==> src/rtl/imem_loader.sv <==
// Boot loader: parses a 16-bit little-endian word count, then packs stream bytes into
// 32-bit little-endian words for the imem write port. Optional checksum byte: IMEM_LOADER_CHECKSUM_EN.
module imem_loader #(
    parameter int DEPTH     = 128,
    parameter int BASE_WORD = 0
) (
    input  logic        clk,
    input  logic        reset_n,
    input  logic        start,
    input  logic        rx_valid,
    input  logic [7:0]  rx_data,
    output logic        rx_ready,
    output logic        imem_write,
    output logic [31:0] imem_addr,
    output logic [31:0] imem_data,
    output logic        cpu_hold,
    output logic        busy,
    output logic        done,
    output logic        error
);

    localparam logic [2:0] S_IDLE   = 3'd0;
    localparam logic [2:0] S_LEN_LO = 3'd1;
    localparam logic [2:0] S_LEN_HI = 3'd2;
    localparam logic [2:0] S_DATA   = 3'd3;
`ifdef IMEM_LOADER_CHECKSUM_EN
    localparam logic [2:0] S_CSUM   = 3'd4;
`endif
    localparam logic [2:0] S_DONE   = 3'd5;
    localparam logic [2:0] S_ERR    = 3'd6;

    localparam logic [31:0] CAP_WORDS = 32'(DEPTH - BASE_WORD);
    localparam logic [31:0] BASE_ADDR = 32'(BASE_WORD);

    logic [2:0]  state_r;
    logic [15:0] len_r;
    logic [15:0] word_idx_r;
    logic [1:0]  byte_cnt_r;
    logic [23:0] word_buf_r;
    logic        imem_write_r;
    logic [31:0] imem_addr_r;
    logic [31:0] imem_data_r;
    logic        cpu_hold_r;
    logic        busy_r;
    logic        done_r;
    logic        error_r;
    logic        rx_ready_s;
    logic        accept_s;
    logic [15:0] hdr_len_s;
    logic        last_word_s;

`ifdef IMEM_LOADER_CHECKSUM_EN
    logic [7:0]  csum_r;

    function automatic logic [7:0] csum_step(input logic [7:0] acc, input logic [7:0] b);
        return acc ^ b;
    endfunction
`endif

    assign accept_s    = rx_valid & rx_ready_s;
    assign hdr_len_s   = {rx_data, len_r[7:0]};
    assign last_word_s = (word_idx_r == (len_r - 16'd1));

    assign rx_ready   = rx_ready_s;
    assign imem_write = imem_write_r;
    assign imem_addr  = imem_addr_r;
    assign imem_data  = imem_data_r;
    assign cpu_hold   = cpu_hold_r;
    assign busy       = busy_r;
    assign done       = done_r;
    assign error      = error_r;

    // Byte acceptance depends only on the state, never on rx_valid.
    always_comb begin
        rx_ready_s = 1'b0;
        case (state_r)
            S_LEN_LO, S_LEN_HI, S_DATA: rx_ready_s = 1'b1;
`ifdef IMEM_LOADER_CHECKSUM_EN
            S_CSUM:                     rx_ready_s = 1'b1;
`endif
            default:                    rx_ready_s = 1'b0;
        endcase
    end

    // Load sequencer, word assembly and registered status outputs.
    always_ff @(posedge clk or negedge reset_n) begin
        if (!reset_n) begin
            state_r      <= S_IDLE;
            len_r        <= 16'h0000;
            word_idx_r   <= 16'h0000;
            byte_cnt_r   <= 2'd0;
            word_buf_r   <= 24'h000000;
            imem_write_r <= 1'b0;
            imem_addr_r  <= 32'h0000_0000;
            imem_data_r  <= 32'h0000_0000;
            cpu_hold_r   <= 1'b0;
            busy_r       <= 1'b0;
            done_r       <= 1'b0;
            error_r      <= 1'b0;
`ifdef IMEM_LOADER_CHECKSUM_EN
            csum_r       <= 8'h00;
`endif
        end else begin
            imem_write_r <= 1'b0;
            case (state_r)
                S_IDLE, S_DONE, S_ERR: begin
                    if (start) begin
                        state_r    <= S_LEN_LO;
                        byte_cnt_r <= 2'd0;
                        word_idx_r <= 16'h0000;
                        done_r     <= 1'b0;
                        error_r    <= 1'b0;
                        cpu_hold_r <= 1'b1;
                        busy_r     <= 1'b1;
`ifdef IMEM_LOADER_CHECKSUM_EN
                        csum_r     <= 8'h00;
`endif
                    end
                end
                S_LEN_LO: begin
                    if (accept_s) begin
                        len_r[7:0] <= rx_data;
                        state_r    <= S_LEN_HI;
                    end
                end
                S_LEN_HI: begin
                    if (accept_s) begin
                        len_r[15:8] <= rx_data;
                        if ({16'h0000, hdr_len_s} > CAP_WORDS) begin
                            state_r <= S_ERR;
                            error_r <= 1'b1;
                            busy_r  <= 1'b0;
                        end else if (hdr_len_s == 16'h0000) begin
`ifdef IMEM_LOADER_CHECKSUM_EN
                            state_r    <= S_CSUM;
`else
                            state_r    <= S_DONE;
                            done_r     <= 1'b1;
                            cpu_hold_r <= 1'b0;
                            busy_r     <= 1'b0;
`endif
                        end else begin
                            state_r <= S_DATA;
                        end
                    end
                end
                S_DATA: begin
                    if (accept_s) begin
                        byte_cnt_r <= byte_cnt_r + 2'd1;
`ifdef IMEM_LOADER_CHECKSUM_EN
                        csum_r     <= csum_step(csum_r, rx_data);
`endif
                        case (byte_cnt_r)
                            2'd0:    word_buf_r[7:0]   <= rx_data;
                            2'd1:    word_buf_r[15:8]  <= rx_data;
                            2'd2:    word_buf_r[23:16] <= rx_data;
                            default: begin
                                imem_write_r <= 1'b1;
                                imem_addr_r  <= BASE_ADDR + {16'h0000, word_idx_r};
                                imem_data_r  <= {rx_data, word_buf_r};
                                word_idx_r   <= word_idx_r + 16'd1;
                                // Status flips on the same edge as the final write.
                                if (last_word_s) begin
`ifdef IMEM_LOADER_CHECKSUM_EN
                                    state_r    <= S_CSUM;
`else
                                    state_r    <= S_DONE;
                                    done_r     <= 1'b1;
                                    cpu_hold_r <= 1'b0;
                                    busy_r     <= 1'b0;
`endif
                                end
                            end
                        endcase
                    end
                end
`ifdef IMEM_LOADER_CHECKSUM_EN
                S_CSUM: begin
                    if (accept_s) begin
                        busy_r <= 1'b0;
                        if (rx_data == csum_r) begin
                            state_r    <= S_DONE;
                            done_r     <= 1'b1;
                            cpu_hold_r <= 1'b0;
                        end else begin
                            state_r <= S_ERR;
                            error_r <= 1'b1;
                        end
                    end
                end
`endif
                default: begin
                    state_r    <= S_IDLE;
                    busy_r     <= 1'b0;
                    cpu_hold_r <= 1'b0;
                end
            endcase
        end
    end

endmodule
==> config.mk <==
export PLATFORM = sky130hd
export DESIGN_NAME = imem_loader
export DESIGN_NICKNAME = d
export VERILOG_FILES = /design/src/rtl/imem_loader.sv
export SDC_FILE = /design/constraint.sdc
export NUM_CORES = 1
export LEC_CHECK = 0
export BUFFER_PORTS_ARGS = -buffer_cell sky130_fd_sc_hd__buf_4
export CORE_MARGIN = 3
export CORE_UTILIZATION = 52
export DETAILED_ROUTE_END_ITERATION = 8
export HOLD_SLACK_MARGIN = 0.05
export PLACE_DENSITY = 0.77
export SYNTH_ARGS = -nofsm -noshare
export SYNTH_HDL_FRONTEND = slang
export SYNTH_SLANG_ARGS = --single-unit
==> constraint.sdc <==
create_clock -name clk -period 3.3 [get_ports clk]
set_clock_uncertainty 0.1 [all_clocks]
set_input_delay 0.825 -clock clk [delete_from_list [all_inputs] [get_ports clk]]
set_output_delay 0.825 -clock clk [all_outputs]
set_load 0.01 [all_outputs]
==> flow_metrics.tcl, run 1 <==
set metrics [dict create \
    synth_top_area_cell "dfrtp_1" \
    setup_violations 0 \
    io_buffers 65 \
    wl_met2_um 5708 \
    maxUsedRoutingLayer "met4" \
    post-route-worst-setup-slack_ns 0.1375 \
    min_period_over_period_pct 95.83 \
    clk_pin_slew_ns 0.06 \
    grt_setup_unrepaired "false" \
    drv_slew 0 \
    h-tree-depth 4 \
    pin_count 82 \
    cp_num_buf_inv 1 \
    synth_cells 470 \
    dp_slack_ns 0.06395 \
    avgSynthCellArea_um2 11.73 \
    tightest_slew_ns 0.8133 \
    clock_latency_ns 0.51 \
    antenna_found_initial 0 \
    synth_top_area_share_pct 51.75 \
    cp_cell_sequence "nor3_4, buf_4, nand4_1, nor4b_1, xnor2_1, nand3_1, o31a_1, or4b_1, a31o_1" \
    total_power_mw 5.251 \
    min_path_type "input pin to async pin" \
    critical-path-top-delay-family "simple AND/OR/NAND/NOR gates" \
    overflow 0 \
    ys_warn_count 0 \
    maxCapViolations 0 \
    die_w_um 109.0 \
    fmax_ghz 0.3162 \
    rows 36 \
    die-area_mm2 0.01187 \
    grt_use_total_pct 22.43 \
    yosysSeqAreaShare_pct 51.75 \
    layout.nets 563 \
    route.detailed.drc 0 \
    path_max_fanout 8 \
    setup.worst_path.class "flip-flop to flip-flop" \
    crit_path_top_delay_cell "dfrtp_1" \
    required_ns 3.60 \
    core_mm2 0.01004 \
    grt_pass1_wl_um 20420 \
    initialDrtViolationCount 205 \
    final.fill_count 742 \
    syn_area_mm2 0.005513 \
    synth.distinct_cells 55 \
    p_leak_nw 3.240 \
    clockRootBuffer "clkbuf_8" \
    synth_edf_count 0 \
    numCtsBuffers 17 \
    cts_tree "built" \
    area_growth_pct 22.79 \
    avgViaCountPerCell 5.667 \
    stdcell_count 691 \
    grt_max_degree 44 \
    async_flop_share_pct 100.0 \
    fin_crit_ns 3.163 \
    drive_gt1_share_pct 36.56 \
    hold_viol_final 0 \
    critPathLaunchType "flip-flop" \
    grt_pass1_vias 3937 \
    routed_wl_um 12210 \
    powerDensity_mw_per_mm2 775.8 \
    outcome "finished clean" \
    cts.sinks 114 \
    critPathCaptureType "flip-flop" \
    first_pass_iters 4 \
    wl_per_cell_um 17.67 \
    ant_nets 0 \
    cp_slowest_stage_delay_ns 0.51 \
    dp_cells 659 \
    synth_flop_cell "dfrtp_1" \
    whs_ns 0.1947 \
    clk_path_buf_depth 2 \
    vdd.ir_drop.worst_mv 0.4211 \
    netlist_top_cells_area "dfrtp_1 52%, mux2_2 17%, xnor2_1 3.7%" \
    diodes 0 \
    wl_met1_um 5684 \
    synth-seq-cells 114 \
    die_y_um 109.0 \
    gp_congestion 0.9058 \
    tns_ns 0 \
    initial_utilization_pct 54.88 \
    vias 3916 \
    relSlewSlack_pct 45.58 \
    hpwl_um 8187 \
    wl_met3_um 639 \
    arrival_ns 3.46 \
]
-- power breakdown --
part | internal (mW) | total [mW] | leakage (nW) | switching (mW)
combinational | 0.688 | 1.37 | 1.42 | 0.685
clock | 1.25 | 1.90 | 0.296 | 0.647
sequential | 1.68 | 1.98 | 1.52 | 0.306
total | 3.61 | 5.25 | 3.24 | 1.64
-- worst reg2reg max path: stages (launching register included) --
cell and delay (ns):
dfrtp_1 0.51, nor3_4 0.23, buf_4 0.17, nand4_1 0.22, nor4b_1 0.46, xnor2_1 0.18
nand3_1 0.14, o31a_1 0.32, or4b_1 0.50, a31o_1 0.21
-- final timing paths --
check / from / end / slack [ns] / depth (start not counted)
worst max-delay path: len_r[2] / done / 0.14 / 9
min in group clk: imem_addr[1] / imem_addr[1] / 0.37 / 2
worst min-delay path: reset_n / imem_addr[14] / 0.19 / 1
worst min register to register: imem_addr[1] / imem_addr[1] / 0.37 / 2
worst max register to register: len_r[2] / done / 0.14 / 9
max in group asynchronous: reset_n / len_r[1] / 2.21 / 2
-- cells in the final DEF (no fill, tap or decap), types with 3 or more instances in the layout --
cell / count
nand2b_1: 3
nor3_1: 10
nand4_1: 9
clkbuf_16: 16
nor2_1: 29
a21oi_1: 6
and3_1: 4
nand2_1: 29
nor4_1: 3
ha_1: 5
inv_1: 10
nor2b_1: 4
buf_4: 81
dfrtp_1: 113
xor2_1: 16
mux2_2: 84
o31ai_1: 3
o21ai_0: 13
xnor2_1: 23
or3_1: 4
o32ai_1: 3
conb_1: 16
bufinv_16: 4
nand3_1: 12
o211ai_1: 3
and2_1: 3
nand4b_1: 3
-- per-stage QoR --
stage                     area (um2)  utilization (%)
after global placement          6140            61.12
after global routing            6769            67.39
after detailed placement        6140            61.12
final                           6769            67.39
after CTS                       6755            67.25
after floorplan                 5569                -
-- area by class of cell --
class	instances	area, um2	share of cell area (%)
clock buffer	20	435.4	6.433
clock inverter	12	180.2	2.662
inverter	10	37.54	0.5545
multi-input combinational	320	2467	36.45
sequential	114	2854	42.16
tap	133	166.4	2.458
timing repair buffer	82	628.1	9.279
-- cell families (layout without fill, tap and decap cells) --
kind of cell	after synthesis	in the layout	share of synthesized area [%]
AND/OR/NAND/NOR	123	123	11.89
flip-flops	114	114	51.75
multiplexers	86	86	17.52
buffers and inverters	51	124	4.744
AO/OA/AOI/OAI	50	50	6.469
XOR/XNOR	39	39	6.196
adder cells (fa/ha/maj)	6	6	1.362
other	1	16	0.06802
-- registers in the layout, indices dropped and copies added (netlist names) --
name / count
busy: 1
imem_data: 32
word_buf_r: 24
error: 1
word_idx_r: 16
done: 1
imem_write: 1
cpu_hold: 1
byte_cnt_r: 2
state_r: 3
len_r: 16
imem_addr: 16
-- layer usage --
metal | global-route usage, % | up-vias
li1 | - | 1783
met1 | 30.50 | 1999
met2 | 34.39 | 115
met3 | 5.980 | 19
met4 | 8.837 | 0
met5 | 0 | -
-- synthesized netlist by cell type, drive strengths merged (2+ instances only) --
cell type and count:
nand2b 3, ha 6, nor4 4, mux2 84
and2 3, a21oi 6, xor2 16, inv 10
clkbuf 20, nand2 29, nor4b 3, nor2b 4
xnor2 23, o31ai 3, nor2 30, buf 21
a21o 2, or3 4, nand4b 3, nor3 11
a311oi 2, dfrtp 114, o311ai 2, nand4 9
mux2i 2, a32o 2, nand3 12, a211oi 2
o21ai 13, and3 4, o211ai 3, o2111ai 2
o32ai 3
-- repair_timing --
item                       4_1_cts  5_1_grt
hold buffers                     0        0
buffers inserted                 0        0
resized for setup                0        3
setup endpoints to repair        0        1
No activity file was read; power rests on OpenSTA's default activity.
==> run 2: changes to the inputs <==
--- a/config.mk
+++ b/config.mk
@@ -5,12 +5,14 @@
 export SDC_FILE = /design/constraint.sdc
 export NUM_CORES = 1
 export LEC_CHECK = 0
+export ABC_AREA = 1
 export BUFFER_PORTS_ARGS = -buffer_cell sky130_fd_sc_hd__buf_4
 export CORE_MARGIN = 3
 export CORE_UTILIZATION = 52
 export DETAILED_ROUTE_END_ITERATION = 8
-export HOLD_SLACK_MARGIN = 0.05
+export HOLD_SLACK_MARGIN = 0.1
 export PLACE_DENSITY = 0.77
+export RECOVER_POWER = 50
 export SYNTH_ARGS = -nofsm -noshare
 export SYNTH_HDL_FRONTEND = slang
 export SYNTH_SLANG_ARGS = --single-unit
==> run 2 against run 1 <==
- the flow now finishes with violations (capacitance limit, slew limit)
- sequential share of layout area up 1.3 points
- register-to-register slack better by 0.67 ns
- first-iteration DRC count is 25% higher
- non-clock buffer count down 13
- routed wire length is 4.1% higher
- worst setup slack improved by 0.52 ns
- clock power shrank 8%
- die area fell by 0.37%
- hold slack improved by 0.17 ns
- area after synthesis shrank 0.39%
- critical path type is now flip-flop to output pin
==> flow_metrics.tcl, run 2 <==
set metrics [dict create \
    outcome "finished, violations left" \
    violations "capacitance limit, slew limit" \
    grt_use_total_pct 23.75 \
    fmax_ghz 0.3780 \
    synth.distinct_cells 37 \
    final_common_cell "nand2_1" \
    h-tree-depth 4 \
    clk_path_buf_depth 2 \
    grt_setup_unrepaired "false" \
    required_ns 2.37 \
    path_max_fanout 4 \
    async_flop_share_pct 100.0 \
    grt_pass1_vias 4513 \
    pin_count 82 \
    min_path_type "flip-flop to flip-flop" \
    clockRootBuffer "clkbuf_8" \
    die_w_um 108.8 \
    ys_top_cells_by_count "242 x nand2_1, 114 x dfrtp_1, 72 x o21ai_0, 59 x inv_1, 45 x nor2_1" \
    avgViaCountPerCell 5.224 \
    cts_resized 0 \
    setup.worst_path.class "flip-flop to output pin" \
    synth-seq-cells 114 \
    clock_latency_ns 0.51 \
    wl_per_cell_um 14.23 \
    stdcell_area_mm2 0.006570 \
    vdd.ir_drop.worst_mv 0.3863 \
    yosysSeqAreaShare_pct 51.95 \
    rows 36 \
    area_growth_pct 19.64 \
    arrival_ns 1.72 \
    numCtsBuffers 17 \
    p_leak_nw 3.435 \
    initial_utilization_pct 54.92 \
    tightest_slew_ns 2.008 \
    min_period_over_period_pct 80.16 \
    maxCapViolations 1 \
    drive_gt1_share_pct 15.00 \
    diodes 0 \
    drv_slew 37 \
    layout.nets 765 \
    vias 4665 \
    die-area_mm2 0.01183 \
    core_mm2 0.01000 \
    gp_congestion 0.8989 \
    fin_crit_ns 2.645 \
    tns_ns 0 \
    cts.sinks 114 \
    critPathCaptureType "output pin" \
    synth.most_common_cell "nand2_1" \
    synth_flop_cell "dfrtp_1" \
    synth_top_area_cell "dfrtp_1" \
    initialDrtViolationCount 257 \
    avgSynthCellArea_um2 8.124 \
    first_pass_iters 6 \
    die_y_um 108.8 \
    route.detailed.drc 0 \
    cts_tree "built" \
    ff2ff_setup_slack_ns 0.81 \
    relSlewSlack_pct -33.87 \
    setup_violations 0 \
    io_buffers 65 \
    synth_cells 676 \
    antenna_found_initial 0 \
    grt_max_degree 70 \
    hold_viol_final 0 \
    critPathLaunchType "flip-flop" \
    netlist_top_cells_area "dfrtp_1 52%, nand2_1 17%, o21ai_0 6.6%" \
    post_cts_buffers 0 \
    routed_wl_um 12710 \
    syn_area_mm2 0.005492 \
    synth_edf_count 0 \
    placed_area_mm2 0.006050 \
    grt_pass1_wl_um 21900 \
    holdBufCountCts 0 \
    ys_warn_count 0 \
    overflow 0 \
    hpwl_um 8722 \
    ant_nets 0 \
    largest_register_ffs 32 \
    final.fill_count 826 \
    final_cell_mix "242 x nand2_1, 114 x dfrtp_1, 72 x o21ai_0" \
    powerDensity_mw_per_mm2 773.0 \
    clk_pin_slew_ns 0.06 \
    synth_top_area_share_pct 51.95 \
]
-- run 2: changes by cell type after synthesis, sizes merged, moves of 7 or more --
cell,delta
nand3,+21
nand2,+220
xnor2,-19
a21oi,+7
nor2,+25
clkbuf,-10
nor3,-7
inv,+51
mux2,-84
o21ai,+69
xor2,-12
-- run 2: layer usage --
layer	global-route usage, %	part of all wire (%)
met1	31.99	45
met5	0	0
met4	8.206	1.4
met3	4.618	6.2
met2	38.70	48
-- run 2: worst max-delay path, stage by stage (launching register included) --
cell and delay, ns:
dfrtp_1 0.39, inv_1 0.10, nand2_1 0.08, nor2_1 0.27, nor2_1 0.17, inv_1 0.08, buf_4 0.11
-- run 2: layout make-up --
type	count	area, um2	area share, %
Sequential cell	114	2853	43.42
Multi-Input combinational cell	482	2251	34.26
Timing Repair Buffer	69	496.7	7.560
Clock buffer	19	431.7	6.570
Inverter	63	236.5	3.599
Tap cell	133	166.4	2.533
Clock inverter	13	135.1	2.057
-- run 2: final timing paths --
kind / startpoint / cells past startpoint / end
max: state_r[1] / 6 / rx_ready
min: word_buf_r[9] / 2 / imem_data[9]
max reg2reg: state_r[0] / 10 / word_idx_r[8]
min reg2reg: word_buf_r[9] / 2 / imem_data[9]
max in group asynchronous: reset_n / 2 / word_idx_r[3]
min in group asynchronous: reset_n / 1 / imem_data[4]
-- run 2: logic make-up (layout without fill, tap and decap cells) --
kind of cell / Yosys count / in the layout / share of synthesized area (%)
other: 1 / 16 / 0.06829
XOR/XNOR: 8 / 8 / 1.276
AND/OR/NAND/NOR: 353 / 353 / 28.05
buffers and inverters: 95 / 164 / 7.861
flip-flops: 114 / 114 / 51.95
AO/OA/AOI/OAI: 99 / 99 / 9.433
adder cells (fa/ha/maj): 6 / 6 / 1.367
-- run 2: power breakdown --
group | switching [mW] | total, mW | leakage, nW | internal (mW)
registers | 0.216 | 1.84 | 1.55 | 1.63
logic | 0.992 | 1.49 | 1.62 | 0.495
clock network | 0.657 | 1.75 | 0.266 | 1.09
-- run 2: per-stage QoR --
stage | total power, mW | utilization, % | setup WS, ns | std cells | hold slack (ns)
floorplan | 2.965 | - | 1.403 | 691 | 0.3422
detailed placement | 3.351 | 60.50 | 0.9483 | 861 | 0.3531
global placement | 3.302 | 60.50 | 1.065 | 861 | 0.3494
CTS | 5.119 | 66.17 | 0.8014 | 893 | 0.1687
global route | 5.434 | 65.70 | 0.4680 | 893 | 0.3711
finish | 5.079 | 65.70 | 0.6547 | 893 | 0.3658
==> run 3: changes to the inputs <==
--- a/config.mk
+++ b/config.mk
@@ -8,10 +8,10 @@
 export ABC_AREA = 1
 export BUFFER_PORTS_ARGS = -buffer_cell sky130_fd_sc_hd__buf_4
 export CORE_MARGIN = 3
-export CORE_UTILIZATION = 52
+export CORE_UTILIZATION = 57
 export DETAILED_ROUTE_END_ITERATION = 8
 export HOLD_SLACK_MARGIN = 0.1
-export PLACE_DENSITY = 0.77
+export PLACE_DENSITY = 0.8
 export RECOVER_POWER = 50
 export SYNTH_ARGS = -nofsm -noshare
 export SYNTH_HDL_FRONTEND = slang
==> constraint.sdc (replaced) <==
create_clock -name clk -period 2.7 [get_ports clk]
set_clock_uncertainty 0.1 [all_clocks]
set_input_delay 0.675 -clock clk [delete_from_list [all_inputs] [get_ports clk]]
set_output_delay 0.675 -clock clk [all_outputs]
set_load 0.01 [all_outputs]
==> run 3 against run 2 <==
- the run now ends clean
- clock power rose by 35%
- sequential power rose by 22%
- hold slack improved by 0.0025 ns
- routed wire length rose by 6.0%
- register-to-register slack got worse by 0.48 ns
- die area fell by 8.3%
- flip-flop and latch count did not move
- power rose by 28%
- global-route usage rose by 2.6 points
- largest cell class unchanged
- highest routed layer unchanged
==> flow_metrics.tcl, run 3 (synthesized netlist as in run 2, its figures left out) <==
set metrics [dict create \
    netSwitchingFraction_pct 36.85 \
    hold_start "done" \
    clk_pin_slew_ns 0.05 \
    maxCapViolations 0 \
    seq_power_share_pct 34.5 \
    ant_nets 0 \
    cp_num_buf_inv 3 \
    power.switching_mw 2.398 \
    rows 35 \
    setup_violations 0 \
    core_mm2 0.009284 \
    grt_max_degree 51 \
    clk_path_buf_depth 2 \
    grt_pass1_vias 4723 \
    path_max_fanout 4 \
    setup.worst_path.class "flip-flop to output pin" \
    dp_slack_ns 0.3616 \
    wl_per_cell_um 15.01 \
    crit_path_top_delay_cell "dfrtp_1" \
    relSlewSlack_pct 37.58 \
    routed_wl_um 13470 \
    first_pass_iters 5 \
    tns_ns 0 \
    arrival_ns 1.69 \
    cts.sinks 114 \
    ff2ff_setup_slack_ns 0.33 \
    diodes 0 \
    overflow 0 \
    whs_endpoint "done" \
    cts_tree "built" \
    gp_congestion 0.9573 \
    final_common_cell "nand2_1" \
    seqCellArea_mm2 0.002853 \
    cp_cell_sequence "inv_1, nand2_1, nor2_1, nor2_4, inv_1, buf_4" \
    initial_utilization_pct 59.15 \
    min_period_over_period_pct 91.16 \
    powerDensity_mw_per_mm2 979.0 \
    placed_area_mm2 0.006097 \
    largest_register_ffs 32 \
    vias 4679 \
    p_leak_nw 3.474 \
    clock_latency_ns 0.53 \
    clockRootBuffer "clkbuf_8" \
    drv_slew 0 \
    die-area_mm2 0.01085 \
    stdcell_area_mm2 0.006648 \
    tightest_slew_ns 0.9363 \
    final_cell_mix "242 x nand2_1, 114 x dfrtp_1, 72 x o21ai_0" \
    multi_input_area_mm2 0.002261 \
    die_w_um 104.2 \
    die_y_um 104.2 \
    fmax_ghz 0.4063 \
    route.detailed.drc 0 \
    p_clk_share_pct 36.3 \
    combPwrFrac_pct 29.2 \
    r2r_start "state_r[1]" \
    grt_pass1_wl_um 22960 \
    outcome "finished clean" \
    critPathCaptureType "output pin" \
    h-tree-depth 4 \
    grt_setup_unrepaired "false" \
    vdd.ir_drop.worst_mv 0.4949 \
    io_buffers 65 \
    critical-path-top-delay-family "simple AND/OR/NAND/NOR gates" \
    initialDrtViolationCount 324 \
    avgViaCountPerCell 5.216 \
    antenna_found_initial 0 \
    r2r.worst_path.cells 11 \
    cts_resized 0 \
    drive_gt1_share_pct 15.36 \
    hold_viol_final 0 \
    numCtsBuffers 17 \
    cp_slowest_stage_delay_ns 0.40 \
    cp_common_cell "inv_1" \
    min_path_type "flip-flop to flip-flop" \
    required_ns 1.92 \
    hpwl_um 9171 \
    layout.nets 773 \
    fin_crit_ns 2.461 \
    p_int_mw 4.110 \
    worstHoldPathCells 2 \
    grt_use_total_pct 26.32 \
    final.fill_count 740 \
    timing.rr.end "word_idx_r[2]" \
    critPathLaunchType "flip-flop" \
    post-route-worst-setup-slack_ns 0.2388 \
    pin_count 82 \
    area_growth_pct 21.05 \
]
[run 3: cell types whose count changed in the layout (fill, tap and decap cells not counted), sizes merged]
cell         change
clkbuf          +11
inv              +4
buf              -3
clkinv           -3
clkinvlp         -3
bufinv           +1
dlygate4sd3      +1
[run 3: tightest hold or removal path, delay by kind of cell (launching register included)]
kind,cells,cell delay [ns]
DFF,1,0.34
and+or+nand+nor,2,0.09
[run 3: layout make-up]
class                      count  share of cell area, %
multi-input combinational    482                  34.01
tap                          129                  2.428
sequential                   114                  42.91
clock buffer                  20                  6.851
inverter                      63                  3.557
timing repair buffer          77                  7.736
clock inverter                12                  2.503
[run 3: power groups by stage]
stage	clock, mW	combinational (mW)	sequential [mW]
6_report	2.36	1.90	2.25
5_1_grt	2.46	2.19	2.28
4_1_cts	2.36	1.89	2.24
3_5_place_dp	0	1.85	2.26
3_3_place_gp	0	1.77	2.25
2_1_floorplan	0	1.41	2.21
[run 3: how the worst max path moves through the flow]
| stage | start | to | slack [ns] | depth (start not counted) |
|---|---|---|---|---|
| floorplan | len_r[0] | state_r[0] | 0.84 | 15 |
| global placement | rx_data[0] | done | 0.44 | 9 |
| CTS | state_r[1] | rx_ready | 0.35 | 6 |
| finish | state_r[1] | rx_ready | 0.24 | 6 |
| detailed placement | rx_data[0] | done | 0.36 | 9 |
| global route | state_r[1] | word_buf_r[7] | 0.1 | 7 |
[run 3: through the flow]
step	hold WS, ns	power, mW	util [%]	std cells
2_1_floorplan	0.2794	3.624	-	691
3_3_place_gp	0.3529	4.023	65.67	864
3_5_place_dp	0.3597	4.114	65.67	864
4_1_cts	0.3752	6.496	72.48	897
5_1_grt	0.4057	6.924	71.60	897
6_report	0.3683	6.508	71.60	897
[run 3: per-layer routing]
metal	global-route usage (%)	up-vias	share of wire, %
met4	11.49	0	2.3
li1	-	2268	-
met2	43.69	178	49
met1	33.46	2204	42
met3	5.525	29	5.8
met5	0	-	0
[run 3: what timing repair did]
action                                  4_1_cts  5_1_grt
hold endpoints to repair                     35        0
hold buffers                                  1        0
setup buffers                                 0        0
endpoints found under the setup margin        0        0
